===== config.mk =====
export PLATFORM = sky130hd
export DESIGN_NAME = snake_engine_flat
export DESIGN_NICKNAME = d
export VERILOG_FILES = /design/src/rtl/snake_engine_if.sv /design/src/rtl/snake_engine.sv /design/src/flat_wrapper.sv
export SDC_FILE = /design/constraint.sdc
export NUM_CORES = 1
export LEC_CHECK = 0
export CAP_MARGIN = 20
export CELL_PAD_IN_SITES_DETAIL_PLACEMENT = 0
export CELL_PAD_IN_SITES_GLOBAL_PLACEMENT = 1
export CORE_UTILIZATION = 54
export CTS_BUF_LIST = sky130_fd_sc_hd__clkbuf_4
export CTS_CLUSTER_SIZE = 40
export DETAILED_ROUTE_END_ITERATION = 8
export MAX_ROUTING_LAYER = met4
export PLACE_DENSITY_LB_ADDON = 0.1
export RECOVER_POWER = 25
export SETUP_SLACK_MARGIN = 0.3
export SLEW_MARGIN = 0
export SYNTH_ARGS = -nofsm -noshare
export SYNTH_HDL_FRONTEND = slang
export SYNTH_SLANG_ARGS = --single-unit

===== constraint.sdc =====
create_clock -name clk -period 22.8 [get_ports clk]
set_input_delay 2.28 -clock clk [delete_from_list [all_inputs] [get_ports clk]]
set_output_delay 2.28 -clock clk [all_outputs]
set_load 0.1 [all_outputs]

===== src/rtl/snake_engine_if.sv =====
// Bus between the snake core and its neighbours: move/apple/pixel inputs and
// game status plus colour outputs. The engine uses the slave side.
interface snake_engine_if #(
  parameter int CW = 6
);
  logic [2:0]    i_move;
  logic [CW-1:0] i_apple_cx;
  logic [CW-1:0] i_apple_cy;
  logic [9:0]    i_x;
  logic [9:0]    i_y;
  logic          o_lose;
  logic          o_ate;
  logic [7:0]    o_score;
  logic [CW-1:0] o_head_cx;
  logic [CW-1:0] o_head_cy;
  logic [3:0]    o_r;
  logic [3:0]    o_g;
  logic [3:0]    o_b;

  modport slave (
    input  i_move, i_apple_cx, i_apple_cy, i_x, i_y,
    output o_lose, o_ate, o_score, o_head_cx, o_head_cy, o_r, o_g, o_b
  );

  modport master (
    output i_move, i_apple_cx, i_apple_cy, i_x, i_y,
    input  o_lose, o_ate, o_score, o_head_cx, o_head_cy, o_r, o_g, o_b
  );
endinterface


===== src/rtl/snake_engine.sv =====
// Snake game core: steps head/body once per divided tick, detects wall, self
// and apple collisions, tracks length/score and renders a registered pixel.
//
// state  | meaning
// S_IDLE | waiting for the first direction code
// S_RUN  | stepping once per tick (pause codes skip a step)
// S_DEAD | fatal collision seen; frozen until rst
module snake_engine #(
  parameter int CELL     = 20,
  parameter int GRID_W   = 32,
  parameter int GRID_H   = 24,
  parameter int MAX_LEN  = 16,
  parameter int TICK_DIV = 12_500_000,
  parameter int WRAP     = 0,
  parameter int START_X  = 2,
  parameter int START_Y  = 0,
  parameter int CW       = 6
) (
  input  logic          clk,
  input  logic          rst,
  snake_engine_if.slave bus
);

  localparam int TW = $clog2(TICK_DIV);
  localparam int LW = $clog2(MAX_LEN + 1);
  localparam logic [TW-1:0] TICK_LAST = TW'(TICK_DIV - 1);
  localparam logic [CW-1:0] X_LAST    = CW'(GRID_W - 1);
  localparam logic [CW-1:0] Y_LAST    = CW'(GRID_H - 1);
  localparam logic [31:0]   CELL_U    = 32'(CELL);

  typedef enum logic [1:0] {
    S_IDLE = 2'd0,
    S_RUN  = 2'd1,
    S_DEAD = 2'd2
  } state_t;

  state_t        r_state;
  state_t        w_state_nxt;
  logic          w_run;
  logic          w_dead;

  logic [TW-1:0] r_tick;
  logic [1:0]    r_dir;
  logic [CW-1:0] r_hx;
  logic [CW-1:0] r_hy;
  logic [CW-1:0] r_bx [MAX_LEN];
  logic [CW-1:0] r_by [MAX_LEN];
  logic [LW-1:0] r_len;
  logic [7:0]    r_score;
  logic          r_ate;
  logic [11:0]   r_rgb;

  logic          w_tc;
  logic          w_step;
  logic          w_rev;
  logic [1:0]    w_dir;
  logic [CW-1:0] w_nx;
  logic [CW-1:0] w_ny;
  logic          w_wall;
  logic          w_apple_hit;
  logic          w_self;
  logic          w_fatal;
  logic          w_grow;

  logic [31:0]   w_pcx;
  logic [31:0]   w_pcy;
  logic          w_on_apple;
  logic          w_on_head;
  logic          w_on_body;
  logic [11:0]   w_rgb;

  // ---------------- FSM ----------------
  always_ff @(posedge clk) begin
    if (rst) r_state <= S_IDLE;
    else     r_state <= w_state_nxt;
  end

  always_comb begin
    w_state_nxt = r_state;
    case (r_state)
      S_IDLE:  if (!bus.i_move[2]) w_state_nxt = S_RUN;
      S_RUN:   if (w_step && w_fatal) w_state_nxt = S_DEAD;
      S_DEAD:  w_state_nxt = S_DEAD;
      default: w_state_nxt = S_IDLE;
    endcase
  end

  always_comb begin
    w_run  = (r_state == S_RUN);
    w_dead = (r_state == S_DEAD);
  end

  // ---------------- step decision ----------------
  assign w_tc   = (r_tick == TICK_LAST);
  assign w_step = w_run && w_tc && !bus.i_move[2];

  // Reverse codes differ from the current direction only in bit 1.
  assign w_rev = (bus.i_move[1:0] == (r_dir ^ 2'b10));
  assign w_dir = w_rev ? r_dir : bus.i_move[1:0];

  always_comb begin
    w_nx   = r_hx;
    w_ny   = r_hy;
    w_wall = 1'b0;
    case (w_dir)
      2'd0: begin
        if (r_hx == X_LAST) begin
          w_nx   = '0;
          w_wall = (WRAP == 0);
        end else begin
          w_nx = r_hx + CW'(1);
        end
      end
      2'd1: begin
        if (r_hy == '0) begin
          w_ny   = Y_LAST;
          w_wall = (WRAP == 0);
        end else begin
          w_ny = r_hy - CW'(1);
        end
      end
      2'd2: begin
        if (r_hx == '0) begin
          w_nx   = X_LAST;
          w_wall = (WRAP == 0);
        end else begin
          w_nx = r_hx - CW'(1);
        end
      end
      default: begin
        if (r_hy == Y_LAST) begin
          w_ny   = '0;
          w_wall = (WRAP == 0);
        end else begin
          w_ny = r_hy + CW'(1);
        end
      end
    endcase
  end

  assign w_apple_hit = (w_nx == bus.i_apple_cx) && (w_ny == bus.i_apple_cy) && !w_wall;

  // The tail cell is free to enter unless this step grows the snake.
  always_comb begin
    w_self = 1'b0;
    for (int i = 0; i < MAX_LEN; i++) begin
      if ((LW'(i) < r_len) && (r_bx[i] == w_nx) && (r_by[i] == w_ny) &&
          !((LW'(i) == (r_len - LW'(1))) && !w_apple_hit))
        w_self = 1'b1;
    end
  end

  assign w_fatal = w_wall || w_self;
  assign w_grow  = w_apple_hit && !w_fatal;

  // ---------------- game state ----------------
  always_ff @(posedge clk) begin
    if (rst) begin
      r_tick  <= '0;
      r_dir   <= 2'd0;
      r_hx    <= CW'(START_X);
      r_hy    <= CW'(START_Y);
      for (int i = 0; i < MAX_LEN; i++) begin
        r_bx[i] <= '0;
        r_by[i] <= '0;
      end
      r_bx[0] <= CW'(START_X - 1);
      r_by[0] <= CW'(START_Y);
      r_bx[1] <= CW'(START_X - 2);
      r_by[1] <= CW'(START_Y);
      r_len   <= LW'(2);
      r_score <= 8'd0;
      r_ate   <= 1'b0;
    end else begin
      r_tick <= w_tc ? '0 : r_tick + TW'(1);
      r_ate  <= 1'b0;
      if (w_step && !w_fatal) begin
        r_dir   <= w_dir;
        r_hx    <= w_nx;
        r_hy    <= w_ny;
        r_bx[0] <= r_hx;
        r_by[0] <= r_hy;
        for (int i = 1; i < MAX_LEN; i++) begin
          r_bx[i] <= r_bx[i-1];
          r_by[i] <= r_by[i-1];
        end
        if (w_grow) begin
          if (r_len != LW'(MAX_LEN)) r_len <= r_len + LW'(1);
          if (r_score != 8'hFF)      r_score <= r_score + 8'd1;
          r_ate <= 1'b1;
        end
      end
    end
  end

  // ---------------- pixel rendering ----------------
  // Integer division by CELL gives the same cell as the [c*CELL, c*CELL+CELL) test.
  assign w_pcx = 32'(bus.i_x) / CELL_U;
  assign w_pcy = 32'(bus.i_y) / CELL_U;

  assign w_on_apple = (32'(bus.i_apple_cx) == w_pcx) && (32'(bus.i_apple_cy) == w_pcy);
  assign w_on_head  = (32'(r_hx) == w_pcx) && (32'(r_hy) == w_pcy);

  always_comb begin
    w_on_body = 1'b0;
    for (int i = 0; i < MAX_LEN; i++) begin
      if ((LW'(i) < r_len) && (32'(r_bx[i]) == w_pcx) && (32'(r_by[i]) == w_pcy))
        w_on_body = 1'b1;
    end
  end

  always_comb begin
    w_rgb = 12'h000;
    if (w_on_apple)     w_rgb = 12'hF00;
    else if (w_on_head) w_rgb = w_dead ? 12'h888 : 12'hB48;
    else if (w_on_body) w_rgb = w_dead ? 12'h888 : 12'hB42;
  end

  always_ff @(posedge clk) begin
    if (rst) r_rgb <= 12'h000;
    else     r_rgb <= w_rgb;
  end

  assign bus.o_lose    = w_dead;
  assign bus.o_ate     = r_ate;
  assign bus.o_score   = r_score;
  assign bus.o_head_cx = r_hx;
  assign bus.o_head_cy = r_hy;
  assign bus.o_r       = r_rgb[11:8];
  assign bus.o_g       = r_rgb[7:4];
  assign bus.o_b       = r_rgb[3:0];

endmodule


===== src/flat_wrapper.sv =====
// flat-port wrapper written by rule: the top's interface ports become plain ports
module snake_engine_flat 
#(
  parameter int CELL     = 20,
  parameter int GRID_W   = 32,
  parameter int GRID_H   = 24,
  parameter int MAX_LEN  = 16,
  parameter int TICK_DIV = 12_500_000,
  parameter int WRAP     = 0,
  parameter int START_X  = 2,
  parameter int START_Y  = 0,
  parameter int CW       = 6
)
  (clk, rst, bus_i_move, bus_i_apple_cx, bus_i_apple_cy, bus_i_x, bus_i_y, bus_o_lose, bus_o_ate, bus_o_score, bus_o_head_cx, bus_o_head_cy, bus_o_r, bus_o_g, bus_o_b);
  snake_engine_if #(.CW(CW)) bus_i ();
  input  logic clk;
  input  logic rst;
  input wire logic [$bits(bus_i.i_move)-1:0] bus_i_move;
  input wire logic [$bits(bus_i.i_apple_cx)-1:0] bus_i_apple_cx;
  input wire logic [$bits(bus_i.i_apple_cy)-1:0] bus_i_apple_cy;
  input wire logic [$bits(bus_i.i_x)-1:0] bus_i_x;
  input wire logic [$bits(bus_i.i_y)-1:0] bus_i_y;
  output wire logic [$bits(bus_i.o_lose)-1:0] bus_o_lose;
  output wire logic [$bits(bus_i.o_ate)-1:0] bus_o_ate;
  output wire logic [$bits(bus_i.o_score)-1:0] bus_o_score;
  output wire logic [$bits(bus_i.o_head_cx)-1:0] bus_o_head_cx;
  output wire logic [$bits(bus_i.o_head_cy)-1:0] bus_o_head_cy;
  output wire logic [$bits(bus_i.o_r)-1:0] bus_o_r;
  output wire logic [$bits(bus_i.o_g)-1:0] bus_o_g;
  output wire logic [$bits(bus_i.o_b)-1:0] bus_o_b;
  assign bus_i.i_move = bus_i_move;
  assign bus_i.i_apple_cx = bus_i_apple_cx;
  assign bus_i.i_apple_cy = bus_i_apple_cy;
  assign bus_i.i_x = bus_i_x;
  assign bus_i.i_y = bus_i_y;
  assign bus_o_lose = bus_i.o_lose;
  assign bus_o_ate = bus_i.o_ate;
  assign bus_o_score = bus_i.o_score;
  assign bus_o_head_cx = bus_i.o_head_cx;
  assign bus_o_head_cy = bus_i.o_head_cy;
  assign bus_o_r = bus_i.o_r;
  assign bus_o_g = bus_i.o_g;
  assign bus_o_b = bus_i.o_b;
  snake_engine #(.CELL(CELL), .GRID_W(GRID_W), .GRID_H(GRID_H), .MAX_LEN(MAX_LEN), .TICK_DIV(TICK_DIV), .WRAP(WRAP), .START_X(START_X), .START_Y(START_Y), .CW(CW)) u_core (.clk(clk), .rst(rst), .bus(bus_i));
endmodule

# Word-level counts from Yosys, hierarchy flattened
# Memories as Yosys holds them, arrays and structs flattened.
# Index checks and enable logic that the tools add are counted.
# op_classes
eq_ne	97
reduce_logical	138
div	2
n_mux	94
bitwise	38
n_lt_le_gt_ge	16
n_addsub	8
# ops
operator	count
$eq A6 B32 Y1	36
$mux W6	40
$eq A6 B6 Y1	34
$logic_and A1 B1 Y1	105
$div A10 B5 Y32 const B	2
$mux W1	42
$eq A4 B5 Y1 const A	8
$lt A4 B5 Y1 const A	8
$mux W12	3
$or A1 B1 Y1	36
$add A24 B1 Y24 const B	1
$eq A24 B24 Y1 const B	1
$pmux W6 S2	2
$eq A3 B5 Y1 const A	4
$logic_not A1 Y1	20
$lt A3 B5 Y1 const A	4
$mux W10	2
$add A6 B1 Y6 const B	2
$eq A6 B5 Y1 const B	2
$logic_not A6 Y1	2
$sub A6 B1 Y6 const B	2
$eq A2 B5 Y1 const A	2
$lt A1 B5 Y1 const A	2
$lt A2 B5 Y1 const A	2
20 further kinds	31
# word_totals
n_memories	2
in_bits	37
output_inout_bits	34
word_cells	405
regBits	66
ramBits	192
# memory_table
name	depth	width	read_ports	rd_ports_with_merged_regs	wr	line_no	text
u_core.r_bx	16	6	16	0	16	snake_engine.sv:46	logic [CW-1:0] r_bx [MAX_LEN];
u_core.r_by	16	6	16	0	16	snake_engine.sv:47	logic [CW-1:0] r_by [MAX_LEN];

# Logic depth before layout (Yosys ltp)
# Gate-level depths: netlist (run 1).
# depth
depth_word	36
depth_mapped	21
depth_no_buf	16

# Worst setup path after synthesis (run 1)
# No wires, ideal clock.
# synth_path
kind	input-to-reg
startpoint	input port bus_i_move[0]
endpoint	memory u_core.r_bx[0][0], enable pin
path_slack_ps	12418
setup_time_ps	560
arrival_ps	9823
required_time_ps	22240
stages	16
cell_sequence	buf_4 xor2_4 mux2i_4 a21oi_1 o21ai_0 buf_1 xor2_1 nand4b_1 nor4_2 or3b_1 a221o_1 or4_4 nor3_1 clkbuf_1 nand2_1 nand2_1
# synth_rtl
item	line_no	text
start, declared	flat_wrapper.sv:18	input wire logic [$bits(bus_i.i_move)-1:0] bus_i_move;
end, declared	snake_engine.sv:46	

# Final worst setup path (run 1)
# layout_path
startpoint	input port bus_i_y[7]
endpoint	register u_core.r_rgb[1]
# layout_via
elab_chain_cells	21
word_cells_on_any_way	56
classes_between	div (1); eq/ne (18); mux (18); reduce/logical (19)
# layout_lines
item	line_no	text
start, declared	flat_wrapper.sv:22	input wire logic [$bits(bus_i.i_y)-1:0] bus_i_y;
$div A10 B5 Y32 *	snake_engine.sv:199	assign w_pcy = 32'(bus.i_y) / CELL_U;
$eq A6 B32 Y1	snake_engine.sv:207	if ((LW'(i) < r_len) && (32'(r_bx[i]) == w_pcx) && (32'(r_by[i]) == w_pcy))
$logic_and A1 B1 Y1	snake_engine.sv:207	
$mux W1 (16 in a row)	snake_engine.sv:207	
$mux W12	snake_engine.sv:216	else if (w_on_body) w_rgb = w_dead ? 12'h888 : 12'hB42;
$mux W12	snake_engine.sv:215	else if (w_on_head) w_rgb = w_dead ? 12'h888 : 12'hB48;
end signal, assigned	snake_engine.sv:221	else r_rgb <= w_rgb;
end, declared	snake_engine.sv:51	logic [11:0] r_rgb;
# Every way passes the cells marked *; elsewhere a longest branch is shown, timed or not.
# A chain may end at the register's enable or synchronous reset.

==> results of run 1 <==
==> area by class of cell <==
type	instances	area (um2)	area share
repair buffers	104	950	0.0463
flip-flops and latches	253	6990	0.341
clock buffers	105	788	0.0384
multi-input cells	1542	10900	0.530
well taps	448	561	0.0273
inverters	56	211	0.0103
diodes	3	7.51	0.000366
clock inverters	22	141	0.00689
==> power by group <==
part / internal [mW] / total, mW / switching, mW / leakage, nW
combinational: 0.101 / 0.304 / 0.204 / 4.85
clock: 0.234 / 0.435 / 0.201 / 0.553
sequential: 0.516 / 0.537 / 0.0208 / 2.48
==> synth_stat cells (7+ instances only) <==
library cell and count:
o2111ai_1 15, dfxtp_1 61, buf_1 14, a21boi_0 12, a211oi_1 15, a21oi_1 51, o22ai_1 7, or2_2 8
a31oi_1 18, ha_1 20, nand3_1 70, nor2b_1 81, and2_1 10, or4_1 22, nand4_1 50, mux2_2 10
a2111oi_0 16, o31a_1 7, nor3_1 71, a21o_1 18, mux2i_1 23, nor2_1 104, o21ai_0 49, xor2_1 200
or3_1 27, nor4_1 47, edfxtp_1 192, o21a_1 10, buf_2 27, nand3b_1 7, o31ai_1 15, inv_1 56
xnor2_1 177, o211ai_1 22, and3_1 144, clkbuf_1 94, nand2b_1 21, nand2_1 72
==> how the worst min path moves through the flow <==
stage,slack (ps),start,to
after floorplan,430,u_core.r_tick[0]$_SDFF_PP0_,u_core.r_tick[0]$_SDFF_PP0_
after global placement,440,u_core.r_tick[0]$_SDFF_PP0_,u_core.r_tick[0]$_SDFF_PP0_
final,470,u_core.r_tick[0]$_SDFF_PP0_,u_core.r_tick[0]$_SDFF_PP0_
after detailed placement,470,u_core.r_tick[0]$_SDFF_PP0_,u_core.r_tick[0]$_SDFF_PP0_
after CTS,480,u_core.r_tick[0]$_SDFF_PP0_,u_core.r_tick[0]$_SDFF_PP0_
after global routing,500,u_core.r_tick[0]$_SDFF_PP0_,u_core.r_tick[0]$_SDFF_PP0_
==> registers in the layout, summed over array words and instances (netlist names) <==
name                  cells
u_core.r_len              5
u_core.r_tick            24
u_core.bus.o_head_cx      6
u_core.bus.o_score        8
u_core.bus.o_head_cy      6
u_core.r_state            2
u_core.bus.o_ate          1
u_core.r_by              96
u_core.r_bx              96
u_core.r_dir              2
u_core.r_rgb              7
==> routing by layer <==
| layer | share of wire | routed length, um | vias to the layer above |
|---|---|---|---|
| li1 | - | - | 7423 |
| met1 | 0.42 | 25100 | 7883 |
| met2 | 0.46 | 27400 | 767 |
| met3 | 0.088 | 5260 | 157 |
| met4 | 0.039 | 2320 | 0 |
| met5 | 0 | 0 | - |
==> logic make-up (layout without fill, tap and decap cells) <==
group | count (synthesis) | count (layout) | share of synthesized area
muxes | 36 | 36 | 0.0216
and+or+nand+nor | 766 | 766 | 0.232
DFF | 253 | 253 | 0.376
other | 1 | 7 | 0.000202
xor gates and xnor gates | 380 | 380 | 0.181
buffers and inverters | 203 | 287 | 0.0464
AOI/OAI and AO/OA | 336 | 336 | 0.130
adders and majority gates | 20 | 20 | 0.0135
==> metrics by stage <==
step,setup slack (ps),std cells,area (um2),hold slack [ps]
6_report,14310,2533,20500,472
2_1_floorplan,12420,1998,18600,430
3_5_place_dp,13760,2402,19600,471
3_3_place_gp,13820,2401,19500,442
5_1_grt,13970,2533,20500,497
4_1_cts,14540,2529,20500,483
==> reports/metrics.yaml, run 1 <==
run_status:
  status: "complete, but fails checks"
  failed_checks: "max-capacitance violations, max-slew violations"
setup_path:
  startpoint_type: "input pin"
  crit_fanout: 24
  critPathRequiredTime_ps: 23430
  crit_cells: 18
  path_delay_family: "compound AO/OA/AOI/OAI gates"
  path_buf_inv: 3
  crit_path_start: "bus_i_y[7]"
  reg2reg_from: "u_core.bus.o_head_cx[1]$_SDFFE_PP1P_"
  ff2ff_path_depth: 17
  crit_slowest_cell: "clkdlybuf4s50_1"
  critPathMaxStageDelay_ps: 790
  r2r_end: "u_core.r_bx[13][2]$_SDFFCE_PP0P_"
  path_cells: "clkdlybuf4s50_1 -> or2_2 -> ha_1 -> nand3b_1 -> a21boi_0 -> nor2_1 -> a221oi_1 -> nor4_2 -> buf_4 -> o2111a_1 -> or3_1 -> buf_4 -> xor2_1 -> a2111oi_0 -> o2bb2a_1 -> a22oi_1 -> nor3_1 -> a311oi_1"
  cpMostUsedCell: "buf_4"
  rrSetupSlack_ps: 16210
  critPathCapture: "u_core.r_rgb[1]$_SDFF_PP0_"
  arrival_ps: 9120
  critPathKind: "in -> reg"
  critPathCaptureType: "flip-flop"
drt:
  drt-total-wl_um: 60100
  ant_nets: 0
  wl_per_cell_um: 23.7
  vias: 16200
  drcViolationCount: 0
  first_pass_iters: 5
  drt_iter0_markers: 1600
  viasPerCell: 6.41
grt:
  gr-usage-met1: 0.449
  grt.met3_usage: 0.0618
  use_met2: 0.530
  grt_first_pass_wirelength_um: 90400
  antenna_found_initial: 2
  grt_usage: 0.347
  grt_pass1_vias: 15300
  busiest_layer: "met2"
  overflow: 0
  grt_start_max_net_pins: 130
run:
  cap_viol_max_count: 2
sta:
  rsz0062_at_grt: "false"
  finalCritPeriodShare: 0.372
  tightest_slew_ps: 2790
  fin_crit_ps: 8490
  setup_viol: 0
  hold_viol_final: 0
  drv_slew: 110
  fmax_mhz: 118
  slew_headroom: -0.861
  tns_ps: 0
  skew_ps: 74.6
yosys:
  syn_area_um2: 18600
  synth_area_leader_cell: "edfxtp_1"
  yosys_most_used_dff: "edfxtp_1"
  synth_cell_types: 95
  yosys_warnings: 0
  synthTopCellsByArea: "edfxtp_1, xor2_1, xnor2_1, dfxtp_1, and3_1"
  post-synth-top-area-fraction: 0.310
  synth_cells: 1995
  ys_ff_latch: 253
  synth_edf_count: 192
  yosysSeqAreaShare: 0.376
  avgSynthCellArea_um2: 9.33
  synth-async-reset-ratio: 0
cts:
  clkLatencyLatePin_ps: 770
  cts_resized: 0
  post-cts-setup-buffers: 0
  cts.sinks: 253
  cts_root_buf: "clkbuf_4"
  cts_max_path_buffers: 3
  path_clk_slew_ps: 60
  cts_made_buffers: 71
  cts_tree: "yes"
  hold_buffers: 0
  htreeDepth: 3
finish:
  fillers: 2953
  syn_to_final_growth_pct: 10.3
  fin_nets: 2085
  final_layout_size_suffix_gt1_frac: 0.0994
  fin_util: 0.609
  layout_commonest_cell: "xor2_1"
  mostFrequentLayoutCells: "xor2_1, edfxtp_1, xnor2_1, and3_1, clkbuf_4"
placement:
  hpwlAfterDp_um: 40500
  port_buffers: 62
  gp_congestion: 1.00
die:
  coreArea_um2: 33700
  dieWidth_um: 188
  die_area_um2: 35200
  rows: 67
  initial_utilization: 0.552
  num_io_pins: 71
  die_h_um: 188
power_and_ir_drop:
  peakVddDrop_mv: 0.0490
  power.density_nw_per_um2: 62.2
  total_power_mw: 1.28
  power.leakage_nw: 7.87
min_path:
  hold_depth: 1
  holdCritPathClass: "reg -> reg"
(Power assumes the default switching activity.)
==> run 2, diff against run 1 <==
--- a/config.mk
+++ b/config.mk
@@ -8,7 +8,7 @@
 export CAP_MARGIN = 20
 export CELL_PAD_IN_SITES_DETAIL_PLACEMENT = 0
 export CELL_PAD_IN_SITES_GLOBAL_PLACEMENT = 1
-export CORE_UTILIZATION = 54
+export CORE_UTILIZATION = 45
 export CTS_BUF_LIST = sky130_fd_sc_hd__clkbuf_4
 export CTS_CLUSTER_SIZE = 40
 export DETAILED_ROUTE_END_ITERATION = 8
==> constraint.sdc (replaced) <==
create_clock -name clk -period 6.8 [get_ports clk]
set_input_delay 0.68 -clock clk [delete_from_list [all_inputs] [get_ports clk]]
set_output_delay 0.68 -clock clk [all_outputs]
set_load 0.1 [all_outputs]
==> run 2 against run 1 <==
  * Worst setup slack got worse by 13000 ps
  * The run still ends with max-capacitance violations, max-slew violations left
  * Hold slack got worse by 41 ps
  * Die area rose by 20%
  * Sequential power rose to 3.4 times the previous value
  * Critical path type is now reg -> reg
==> reports/metrics.yaml, run 2 (synthesis results as in run 1) <==
run_status:
  status: "complete, but fails checks"
  failed_checks: "max-capacitance violations, max-slew violations"
placement:
  port_buffers: 62
  dpl.cell_count: 2518
  place_area_um2: 20000
  gp_congestion: 0.964
  hpwlAfterDp_um: 45400
finish:
  reg_top3: "u_core.r_bx x96, u_core.r_by x96, u_core.r_tick x24"
  mostFrequentLayoutCells: "xor2_1, edfxtp_1, xnor2_1, and3_1, clkbuf_4"
  final_layout_size_suffix_gt1_frac: 0.116
  syn_to_final_growth_pct: 12.6
  fin_util: 0.513
  fin_area_um2: 20900
  fillers: 3818
  fin_cells: 2651
  fin_nets: 2119
  layout_commonest_cell: "xor2_1"
drt:
  viasPerCell: 6.15
  vias: 16300
  drt_iter0_markers: 1522
  drcViolationCount: 0
  drt-total-wl_um: 64200
  first_pass_iters: 5
  wl_per_cell_um: 24.2
  ant_nets: 0
grt:
  grt_usage: 0.318
  grt_first_pass_wirelength_um: 96900
  grt_pass1_vias: 15400
  grt_start_max_net_pins: 137
  overflow: 0
  antenna_found_initial: 1
setup_path:
  arrival_ps: 6290
  critPathRequiredTime_ps: 7200
  rrSetupSlack_ps: 910
  critPathCaptureType: "flip-flop"
  startpoint_type: "flip-flop"
  crit_fanout: 78
  critPathKind: "reg -> reg"
cts:
  path_clk_slew_ps: 70
  htreeDepth: 3
  cts_root_buf: "clkbuf_4"
  cts_max_path_buffers: 3
  post-cts-setup-buffers: 0
  cts_made_buffers: 73
  cts.sinks: 253
  hold_buffers: 0
  cts_resized: 0
  clkLatencyLatePin_ps: 810
  cts_tree: "yes"
sta:
  fin_crit_ps: 5890
  finalCritPeriodShare: 0.866
  hold_viol_final: 0
  tightest_slew_ps: 3290
  setup_viol: 0
  rsz0062_at_grt: "false"
  fmax_mhz: 170
  tns_ps: 0
  slew_headroom: -1.19
  drv_slew: 110
  skew_ps: 54.3
  timing.hold.ws_ps: 431
power_and_ir_drop:
  p_switching_mw: 1.46
  pwr-share-clk: 0.344
  switching_share: 0.335
  power.density_nw_per_um2: 208
  p_seq_frac: 0.416
  power_frac_comb: 0.240
  peakVddDrop_mv: 0.136
  power.leakage_nw: 8.09
  internal_power_mw: 2.89
run:
  cap_viol_max_count: 2
min_path:
  holdCritPathClass: "in -> reg"
die:
  die_area_um2: 42200
  dieWidth_um: 205
  coreArea_um2: 40800
  die_h_um: 205
  num_io_pins: 71
  initial_utilization: 0.456
  rows: 74
run 2: layer usage:
metal	vias to the layer above	GRT usage	part of all wire
met5	-	-	0
met4	0	0.127	0.036
li1	7496	-	-
met2	661	0.480	0.45
met1	7992	0.426	0.44
met3	142	0.0496	0.068
run 2: worst paths after layout:
path                                                           start                               end  cells after the start
worst max-delay path            u_core.bus.o_head_cy[1]$_SDFFE_PP0P_  u_core.r_by[12][2]$_SDFFCE_PP0P_                     17
worst min-delay path                                   bus_i_move[0]      u_core.r_dir[0]$_SDFFE_PP0P_                      3
worst max register to register  u_core.bus.o_head_cy[1]$_SDFFE_PP0P_  u_core.r_by[12][2]$_SDFFCE_PP0P_                     17
worst min register to register           u_core.r_tick[0]$_SDFF_PP0_       u_core.r_tick[0]$_SDFF_PP0_                      1
run 2: area by class of cell:
cell class | count | area [um2] | share of cell area
multi-input cells | 1542 | 10900 | 0.519
flip-flops and latches | 253 | 6990 | 0.334
repair buffers | 136 | 1260 | 0.0600
clock buffers | 115 | 863 | 0.0412
well taps | 532 | 666 | 0.0318
inverters | 56 | 211 | 0.0101
clock inverters | 15 | 85.1 | 0.00406
diodes | 2 | 5.00 | 0.000239
run 2: through the flow:
stage               total power, mW  worst slack [ps]
floorplan                      2.53               722
global placement               2.86               333
detailed placement             2.87               269
CTS                            4.38              1040
global route                   4.54               693
finish                         4.35               913
run 2: power by group through the flow:
stage | sequential (mW) | clock, mW | combinational [mW]
global route | 1.81 | 1.61 | 1.12
detailed placement | 1.84 | 0 | 1.03
floorplan | 1.87 | 0 | 0.660
finish | 1.81 | 1.50 | 1.04
CTS | 1.81 | 1.53 | 1.04
global placement | 1.84 | 0 | 1.02
run 2: critical path, cell delays in order (launching register included):
cell and delay (ps):
dfxtp_1 440, inv_1 240, ha_1 230, nor3b_1 310, nand2_1 200, nand3b_1 150, a21o_1 860, a21oi_1 130
o2111ai_1 350, nor4_1 190, a211o_1 320, a221oi_1 280, nand4_1 270, nor3_1 210, buf_4 210, nand2_1 200
nand2_8 390, buf_12 420
==> run 3, diff against run 2 <==
--- a/config.mk
+++ b/config.mk
@@ -8,7 +8,7 @@
 export CAP_MARGIN = 20
 export CELL_PAD_IN_SITES_DETAIL_PLACEMENT = 0
 export CELL_PAD_IN_SITES_GLOBAL_PLACEMENT = 1
-export CORE_UTILIZATION = 45
+export CORE_UTILIZATION = 50
 export CTS_BUF_LIST = sky130_fd_sc_hd__clkbuf_4
 export CTS_CLUSTER_SIZE = 40
 export DETAILED_ROUTE_END_ITERATION = 8
==> constraint.sdc (replaced) <==
create_clock -name clk -period 5.85 [get_ports clk]
set_input_delay 0.585 -clock clk [delete_from_list [all_inputs] [get_ports clk]]
set_output_delay 0.585 -clock clk [all_outputs]
set_load 0.1 [all_outputs]
==> run 3 against run 2 <==
  * First-iteration DRC count is 11% higher
  * Register-to-register slack worse by 300 ps
  * Fmax is 12% higher
  * The run still ends with max-capacitance violations, max-slew violations left
  * Combinational power is 23% higher
  * Hold slack better by 33 ps
  * Routed wire length is 0.20% lower
  * Sequential power is 16% higher
  * Design area is 2.7% higher
==> reports/metrics.yaml, run 3 (synthesis results as in run 1) <==
power_and_ir_drop:
  pwr-share-clk: 0.335
  internal_power_mw: 3.41
  peakVddDrop_mv: 0.176
  p_switching_mw: 1.67
  power.leakage_nw: 8.46
  power_frac_comb: 0.252
  power.density_nw_per_um2: 236
  switching_share: 0.329
  p_seq_frac: 0.413
cts:
  cts_tree: "yes"
  cts_made_buffers: 73
  hold_buffers: 0
  cts.sinks: 253
  cts_root_buf: "clkbuf_4"
  cts_max_path_buffers: 3
  path_clk_slew_ps: 60
  htreeDepth: 3
  clkLatencyLatePin_ps: 750
finish:
  reg_top3: "u_core.r_bx x96, u_core.r_by x96, u_core.r_tick x24"
  fin_nets: 2193
  syn_to_final_growth_pct: 15.7
  final_layout_size_suffix_gt1_frac: 0.150
  mostFrequentLayoutCells: "xor2_1, edfxtp_1, xnor2_1, and3_1, buf_4"
  layout_commonest_cell: "xor2_1"
grt:
  grt_first_pass_wirelength_um: 95900
  overflow: 0
  grt_usage: 0.345
  grt_start_max_net_pins: 101
  grt_pass1_vias: 15600
  antenna_found_initial: 2
die:
  coreArea_um2: 36600
  num_io_pins: 71
  dieWidth_um: 195
  die_area_um2: 38000
  initial_utilization: 0.508
  die_h_um: 195
  rows: 70
sta:
  slew_headroom: -1.37
  timing.hold.ws_ps: 464
  setup_viol: 0
  fin_crit_ps: 5240
  tns_ps: 0
  tightest_slew_ps: 3560
  rsz0062_at_grt: "false"
  fmax_mhz: 191
  finalCritPeriodShare: 0.895
  skew_ps: 38.4
  hold_viol_final: 0
  drv_slew: 110
min_path:
  min-delay-start: "u_core.r_tick[0]$_SDFF_PP0_"
  hold_depth: 1
  holdCritPathClass: "reg -> reg"
  min_to: "u_core.r_tick[0]$_SDFF_PP0_"
drt:
  viasPerCell: 6.23
  drcViolationCount: 0
  wl_per_cell_um: 24.1
  vias: 16600
  first_pass_iters: 7
  drt-total-wl_um: 64100
  drt_iter0_markers: 1689
  ant_nets: 0
placement:
  hpwlAfterDp_um: 46700
  gp_congestion: 1.01
  port_buffers: 62
setup_path:
  r2r_end: "u_core.r_by[3][3]$_SDFFCE_PN0P_"
  critPathRequiredTime_ps: 6310
  rrSetupSlack_ps: 610
  startpoint_type: "flip-flop"
  ff2ff_path_depth: 18
  critPathKind: "reg -> reg"
  arrival_ps: 5700
  crit_fanout: 38
  reg2reg_from: "u_core.bus.o_head_cy[1]$_SDFFE_PP0P_"
  critPathCaptureType: "flip-flop"
run_status:
  status: "complete, but fails checks"
  failed_checks: "max-capacitance violations, max-slew violations"
run:
  cap_viol_max_count: 2
==> run 3: worst max path at each step <==
stage	start	to	slack (ps)	cells past startpoint
floorplan	u_core.bus.o_head_cy[0]$_SDFFE_PP0P_	u_core.r_bx[0][0]$_SDFFCE_PN0P_	320	16
global placement	bus_i_y[8]	u_core.r_rgb[1]$_SDFF_PP0_	-30	19
detailed placement	bus_i_y[8]	u_core.r_rgb[7]$_SDFF_PP0_	-40	18
CTS	u_core.bus.o_head_cx[0]$_SDFFE_PP0P_	u_core.bus.o_head_cx[5]$_SDFFE_PP0P_	350	16
global route	rst	u_core.r_tick[12]$_SDFF_PP0_	270	4
finish	u_core.bus.o_head_cy[1]$_SDFFE_PP0P_	u_core.r_by[3][3]$_SDFFCE_PN0P_	610	18
==> run 3: area by class of cell <==
cell class                      instances  area (um2)
Clock buffer                          115         863
Multi-Input combinational cell       1542       10900
Sequential cell                       253        7000
Clock inverter                         12        72.6
Inverter                               56         211
Antenna cell                            5        12.5
Tap cell                              468         586
Fill cell                            3278       15100
Timing Repair Buffer                  210        1900
==> run 3: layer usage <==
layer	track usage	wire length [um]	vias up
met5	-	0	-
met4	0.153	2780	0
met3	0.0649	4940	144
met2	0.518	29000	689
met1	0.451	27400	8088
li1	-	-	7649
==> run 3: what timing repair did <==
item | 4_1_cts | 5_1_grt
resized for setup | 0 | 1
buffers inserted | 0 | 3
endpoints found under the setup margin | 0 | 6
==> run 3: metrics by stage <==
stage | utilization | cells | setup slack, ps | total power [mW] | cell area (um2)
after global routing | 0.588 | 2661 | 266 | 5.28 | 21500
after detailed placement | 0.561 | 2526 | -43.4 | 3.39 | 20600
after CTS | 0.587 | 2653 | 350 | 5.10 | 21500
after global placement | 0.561 | 2525 | -26.6 | 3.38 | 20500
after floorplan | - | 1998 | 323 | 2.94 | 18600
final | 0.588 | 2661 | 613 | 5.08 | 21500
==> run 3: power groups by stage <==
stage / Clock [mW] / Combinational, mW / Sequential (mW)
2_1_floorplan: 0 / 0.767 / 2.17
3_3_place_gp: 0 / 1.25 / 2.13
3_5_place_dp: 0 / 1.26 / 2.13
4_1_cts: 1.74 / 1.27 / 2.09
5_1_grt: 1.83 / 1.35 / 2.10
6_report: 1.70 / 1.28 / 2.10
==> run 3: worst max-delay path, cell delays in order (launching register included) <==
cell and delay, ps:
dfxtp_2 390, inv_1 210, ha_1 220, nor3b_1 360, nand2_1 200, nand3b_1 150
a21o_1 490, buf_4 280, buf_4 170, nand3_1 80, a2111oi_0 670, nand4_1 270
a32oi_1 260, a221oi_1 70, nand4_1 230, nor3_1 90, nand2_1 260, nand2_8 250
buf_12 270
==> variant 1, RTL diff (flow settings as in run 3) <==
`CW` is set to 6 in 3 places; all go to 5.
--- a/src/rtl/snake_engine_if.sv
+++ b/src/rtl/snake_engine_if.sv
@@ -1,7 +1,7 @@
 // Bus between the snake core and its neighbours: move/apple/pixel inputs and
 // game status plus colour outputs. The engine uses the slave side.
 interface snake_engine_if #(
-  parameter int CW = 6
+  parameter int CW = 5
 );
   logic [2:0]    i_move;
   logic [CW-1:0] i_apple_cx;
--- a/src/rtl/snake_engine.sv
+++ b/src/rtl/snake_engine.sv
@@ -14,7 +14,7 @@
   parameter int WRAP     = 0,
   parameter int START_X  = 2,
   parameter int START_Y  = 0,
-  parameter int CW       = 6
+  parameter int CW       = 5
 ) (
   input  logic          clk,
   input  logic          rst,
--- a/src/flat_wrapper.sv
+++ b/src/flat_wrapper.sv
@@ -9,7 +9,7 @@
   parameter int WRAP     = 0,
   parameter int START_X  = 2,
   parameter int START_Y  = 0,
-  parameter int CW       = 6
+  parameter int CW       = 5
 )
   (clk, rst, bus_i_move, bus_i_apple_cx, bus_i_apple_cy, bus_i_x, bus_i_y, bus_o_lose, bus_o_ate, bus_o_score, bus_o_head_cx, bus_o_head_cy, bus_o_r, bus_o_g, bus_o_b);
   snake_engine_if #(.CW(CW)) bus_i ();
Ports: changed (resized bus_i_apple_cx, bus_i_apple_cy, bus_o_head_cx and bus_o_head_cy); port bits go from 71 to 67. The function was not compared with the original's and may differ.
==> variant 1 against run 3 <==
  * The run still ends with capacitance limit, slew limit left
  * Critical path type unchanged
  * Final cell count down 15%
  * Core utilization is 0.86 points lower
  * Power fell by 15%
  * Sequential share of layout area increased by 0.069 points
  * Via count shrank 18%
  * Worst hold slack better by 6.0 ps
  * Final area decreased by 15%
  * Sequential cell count fell by 34
  * Wire length is 21% lower
  * Count of clock-buffer cells in the layout is 32 lower
  * Synthesized area is 13% lower
  * Worst setup slack got worse by 190 ps
==> variant 1: results (changes against run 3) <==
Seq group=1.83 mW (was 2.10 mW); GRT Util Overall=31.16% (was 34.47%); switching power=1.421 mW (was 1.670 mW); P_leak=6.546 nW (was 8.460 nW); Seq/Total Area, Yosys=37.03% (was 37.55%); first-pass GRT wire length=75910 um (was 95930 um); Worst-Margin Slew=3061 ps (was 3557 ps); port bufs=60 (was 62); layout cells sized above 1=13.11% (was 14.99%); Yosys cell types=114 (was 95); CTS buffer count=61 (was 73); Clock Power=1.45 mW (was 1.70 mW); Nets=1864 (was 2193); largest registers=u_core.r_bx: 80 flops, u_core.r_by: 80 flops, u_core.r_tick: 24 flops (was u_core.r_bx: 96 flops, u_core.r_by: 96 flops, u_core.r_tick: 24 flops); max_cap viols=2 (unchanged); fin. max-slew vios=111 (was 110); top cells by count, synth=xnor2_1, edfxtp_1, xor2_1, and2_1, nor2_1 (was xor2_1, edfxtp_1, xnor2_1, and3_1, nor2_1); routed via count=13650 (was 16570); routability cong.=0.9803 (was 1.005); met2 WL post-DR=22700 um (was 28970 um); Iter 0 DRT Violations=1336 (was 1689); Post-synth EDFFs=160 (was 192); synth top area cells=edfxtp_1, xnor2_1, dfxtp_1 (was edfxtp_1, xor2_1, xnor2_1); outcome=complete, but fails checks (unchanged); largest net degree at the start of global routing=63 (was 101); VDD IR max=0.1695 mV (was 0.1763 mV); post-DP HPWL=36280 um (was 46700 um); Non-Filler Instances=2266 (was 2661); worst skew pair latency=810 ps (was 750 ps); H-tree depth=2 (was 3); synthesized area per cell=9.458 um^2 (was 9.325 um^2); metal3 WL=4305 um (was 4935 um); drt wl/cell=22.33 um (was 24.09 um); M1 WL=22420 um (was 27410 um); vias in the first global route=12770 (was 15560); violated checks=capacitance limit, slew limit (unchanged)
-- variant 1: changes by cell type in the layout (fill, tap and decap cells not counted), moves of 32 or more --
cell | run 3 | this run
clkbuf_4 | 115 | 83
and3_1 | 144 | 17
and2_1 | 10 | 99
buf_4 | 132 | 66
edfxtp_1 | 192 | 160
xor2_1 | 200 | 126
-- variant 1: critical path: stages, from the launching register on --
cell       delay [ps]
dfxtp_1           350
inv_1             230
ha_1              300
or4b_2            670
o21ai_0           180
a21o_1            200
buf_4             220
xnor2_1           180
nand3_1           100
or4_1             710
and2_1            320
a31oi_1           200
o21ai_0            90
o2bb2ai_1         350
nand3_4           360
nor2_4            150
buf_12            330
and2_1            170
-- variant 1: through the flow --
stage          area, um^2  utilization (%)  power, mW
3_5_place_dp        17540            55.29      2.873
6_report            18370            57.93      4.310
3_3_place_gp        17540            55.29      2.862
2_1_floorplan       16190                -      2.561
5_1_grt             18370            57.92      4.499
4_1_cts             18340            57.83      4.330
-- variant 1: cell type report --
type                    instances  area, um^2
clock inverters                31       182.7
diodes                          3       7.507
fillers                      2809       13340
inverters                      43       161.4
multi-input cells            1350        9657
flip-flops and latches        219        5986
clock buffers                  83       623.1
well taps                     402       503.0
repair buffers                135        1254
-- variant 1: path summary, 6_finish.rpt --
| check | slack, ps | to | startpoint | cells past startpoint |
|---|---|---|---|---|
| setup / recovery | 420 | u_core.r_bx[9][0]$_SDFFCE_PN0P_ | u_core.bus.o_head_cx[1]$_SDFFE_PP1P_ | 17 |
| hold / removal | 470 | u_core.r_tick[0]$_SDFF_PP0_ | u_core.r_tick[0]$_SDFF_PP0_ | 1 |
| setup reg to reg | 420 | u_core.r_bx[9][0]$_SDFFCE_PN0P_ | u_core.bus.o_head_cx[1]$_SDFFE_PP1P_ | 17 |
| hold reg to reg | 470 | u_core.r_tick[0]$_SDFF_PP0_ | u_core.r_tick[0]$_SDFF_PP0_ | 1 |
-- variant 1: timing repair --
| item | CTS | global route |
|---|---|---|
| setup endpoints to repair | 0 | 52 |
| hold buffers | 0 | 0 |
| gates resized for setup | 0 | 2 |
| buffers inserted | 0 | 0 |
-- variant 1: layer usage --
metal  GRT usage [%]  vias up
met5               -        -
met4           9.559        0
met3           6.859       95
met2           46.62      569
met1           42.02     6571
li1                -     6417
-- variant 1: kinds of logic (layout without fill, tap and decap cells) --
family,after synthesis,count (layout),share of synthesized area (%)
compound gates,283,283,12.80
xor+xnor,336,336,18.94
mux,28,28,1.827
fa+ha+maj,20,20,1.533
buf+inv,145,292,4.095
other cells,1,7,0.02320
flops,219,219,37.03
simple gates,677,679,23.74
==> variant 2, RTL diff (settings of run 3) <==
Made on the original files. Compare `r_tick` against `TICK_LAST` with >= in place of ==.
--- a/src/rtl/snake_engine.sv
+++ b/src/rtl/snake_engine.sv
@@ -91,7 +91,7 @@
   end
 
   // ---------------- step decision ----------------
-  assign w_tc   = (r_tick == TICK_LAST);
+  assign w_tc   = (r_tick >= TICK_LAST);
   assign w_step = w_run && w_tc && !bus.i_move[2];
 
   // Reverse codes differ from the current direction only in bit 1.
Function: no difference found for any inputs over 10 cycles, from zero or initial values and one cycle with rst high; that may be too few to reach the edited logic, so the function may still have changed.
==> variant 2 against run 3 <==
  * Wire length is 12% lower
  * Largest power group unchanged
  * Synthesized area is 3.2% lower
  * Power is 1.3% higher
  * Clock skew is 26 ps higher
  * Final area decreased by 2.6%
  * Sequential cell count unchanged
  * Maximum frequency decreased by 3.7%
  * Worst setup slack worse by 200 ps
  * The flow still finishes with violations (capacitance limit, slew limit)
  * Final cell count fell by 4.2%
==> variant 2: results (changes against run 3) <==
P_leak=7.525 nW (was 8.460 nW); Post-synth EDFFs=192 (unchanged); port bufs=65 (was 62); initial antenna violation count=1 (was 2); drt wl/cell=22.25 um (was 24.09 um); CTS buffer count=75 (was 73); layout cells sized above 1=13.69% (was 14.99%); GRT Util Overall=31.77% (was 34.47%); Final Skew=64.82 ps (was 38.36 ps); largest net degree at the start of global routing=93 (was 101); 1st-pass router iterations=5 (was 7); synth top area cells=edfxtp_1, xnor2_1, xor2_1 (was edfxtp_1, xor2_1, xnor2_1); H-tree depth=3 (unchanged); Worst EP arrival=5890 ps (was 5700 ps); violated checks=capacitance limit, slew limit (unchanged); outcome=complete, but fails checks (unchanged); top cells by count, synth=xnor2_1, xor2_1, edfxtp_1, and2_1, nor2_1 (was xor2_1, edfxtp_1, xnor2_1, and3_1, nor2_1); Yosys cell types=96 (was 95); Iter 0 DRT Violations=1140 (was 1689); post-DR vias/cell=5.971 (was 6.227); max_cap viols=2 (unchanged); Nets=2081 (was 2193); worst skew pair latency=780 ps (was 750 ps); first-pass GRT wire length=85660 um (was 95930 um); routability cong.=0.9847 (was 1.005); post-placement cell area=0.01988 mm^2 (was 0.02055 mm^2); CP max FO=28 (was 38); Worst-Margin Slew=4408 ps (was 3557 ps); clk slew on worst S/H paths=60 ps (about the same); fin. max-slew vios=125 (was 110); VDD IR max=0.1736 mV (was 0.1763 mV); Seq/Total Area, Yosys=38.82% (was 37.55%); vias in the first global route=14660 (was 15560)
## variant 2: cell count changes in the layout (fill, tap and decap cells not counted), sizes merged, moves of 25 or more
cell | run 3 | this run
buf | 148 | 114
and3 | 144 | 14
and2 | 11 | 117
xnor2 | 178 | 229
nor3 | 72 | 47
## variant 2: cells by family (layout without fill, tap and decap cells)
group,Yosys count,in the layout,synth area share [%]
buffers and inverters,169,362,4.192
other,1,9,0.02083
multiplexers,23,23,1.439
XOR/XNOR,430,430,20.92
flip-flops,253,253,38.82
AND/OR/NAND/NOR,730,730,22.75
adder cells (fa/ha/maj),23,23,1.557
AO/OA/AOI/OAI,257,257,10.30
## variant 2: path summary, 6_finish.rpt
kind                                                           start                            endpoint  slack, ps  cells past startpoint
worst max-delay path            u_core.bus.o_head_cy[2]$_SDFFE_PP0P_  u_core.bus.o_score[7]$_SDFFE_PP0P_        410                     18
worst min-delay path                     u_core.r_tick[0]$_SDFF_PP0_         u_core.r_tick[0]$_SDFF_PP0_        460                      1
worst max register to register  u_core.bus.o_head_cy[2]$_SDFFE_PP0P_  u_core.bus.o_score[7]$_SDFFE_PP0P_        410                     18
worst min register to register           u_core.r_tick[0]$_SDFF_PP0_         u_core.r_tick[0]$_SDFF_PP0_        460                      1
## variant 2: cell type report
type                       instances  area (um^2)
fill                            3120        14530
multi-input combinational       1467        10390
sequential                       253         7019
timing repair buffer             180         1790
clock buffer                     114        855.8
tap                              461        576.8
inverter                          47        176.4
clock inverter                    21        133.9
antenna                            5        12.51
## variant 2: layer usage
metal / vias to the layer above / part of all wire (%) / GRT usage, %
li1: 7088 / - / -
met1: 7427 / 43 / 39.69
met2: 551 / 48 / 51.26
met3: 148 / 5.6 / 5.043
met4: 0 / 3.7 / 12.73
met5: - / 0 / -
## variant 2: timing repair
action,CTS,global route
setup endpoints to repair,0,4
gates resized for setup,0,1
setup buffers,0,6
## variant 2: where the power goes
group | switching [mW] | leakage, nW | internal (mW)
Combinational | 0.752 | 4.55 | 0.474
Sequential | 0.104 | 2.38 | 2.02
Clock | 0.818 | 0.595 | 0.975
Total | 1.67 | 7.52 | 3.47
## variant 2: worst max-delay path: stages, from the launching register on
cell,delay [ps]
dfxtp_4,390
or3_4,420
or4_1,400
a21oi_1,240
o32a_1,490
nand2_1,180
buf_12,200
xor2_1,160
nand4_1,120
nor3_1,70
a211o_1,260
or4b_1,540
buf_4,170
nor4_4,340
buf_12,250
nand3_1,300
nor4_1,350
xnor2_1,160
nor2_1,50
## variant 2: metrics by stage
step                instances  setup WS [ps]  hold slack, ps
finish                   2548          414.1           464.3
floorplan                1889          309.4           426.0
detailed placement       2401         -176.4           455.0
global route             2545          197.8           526.5
CTS                      2536          410.5           181.0
global placement         2400         -123.2           440.8
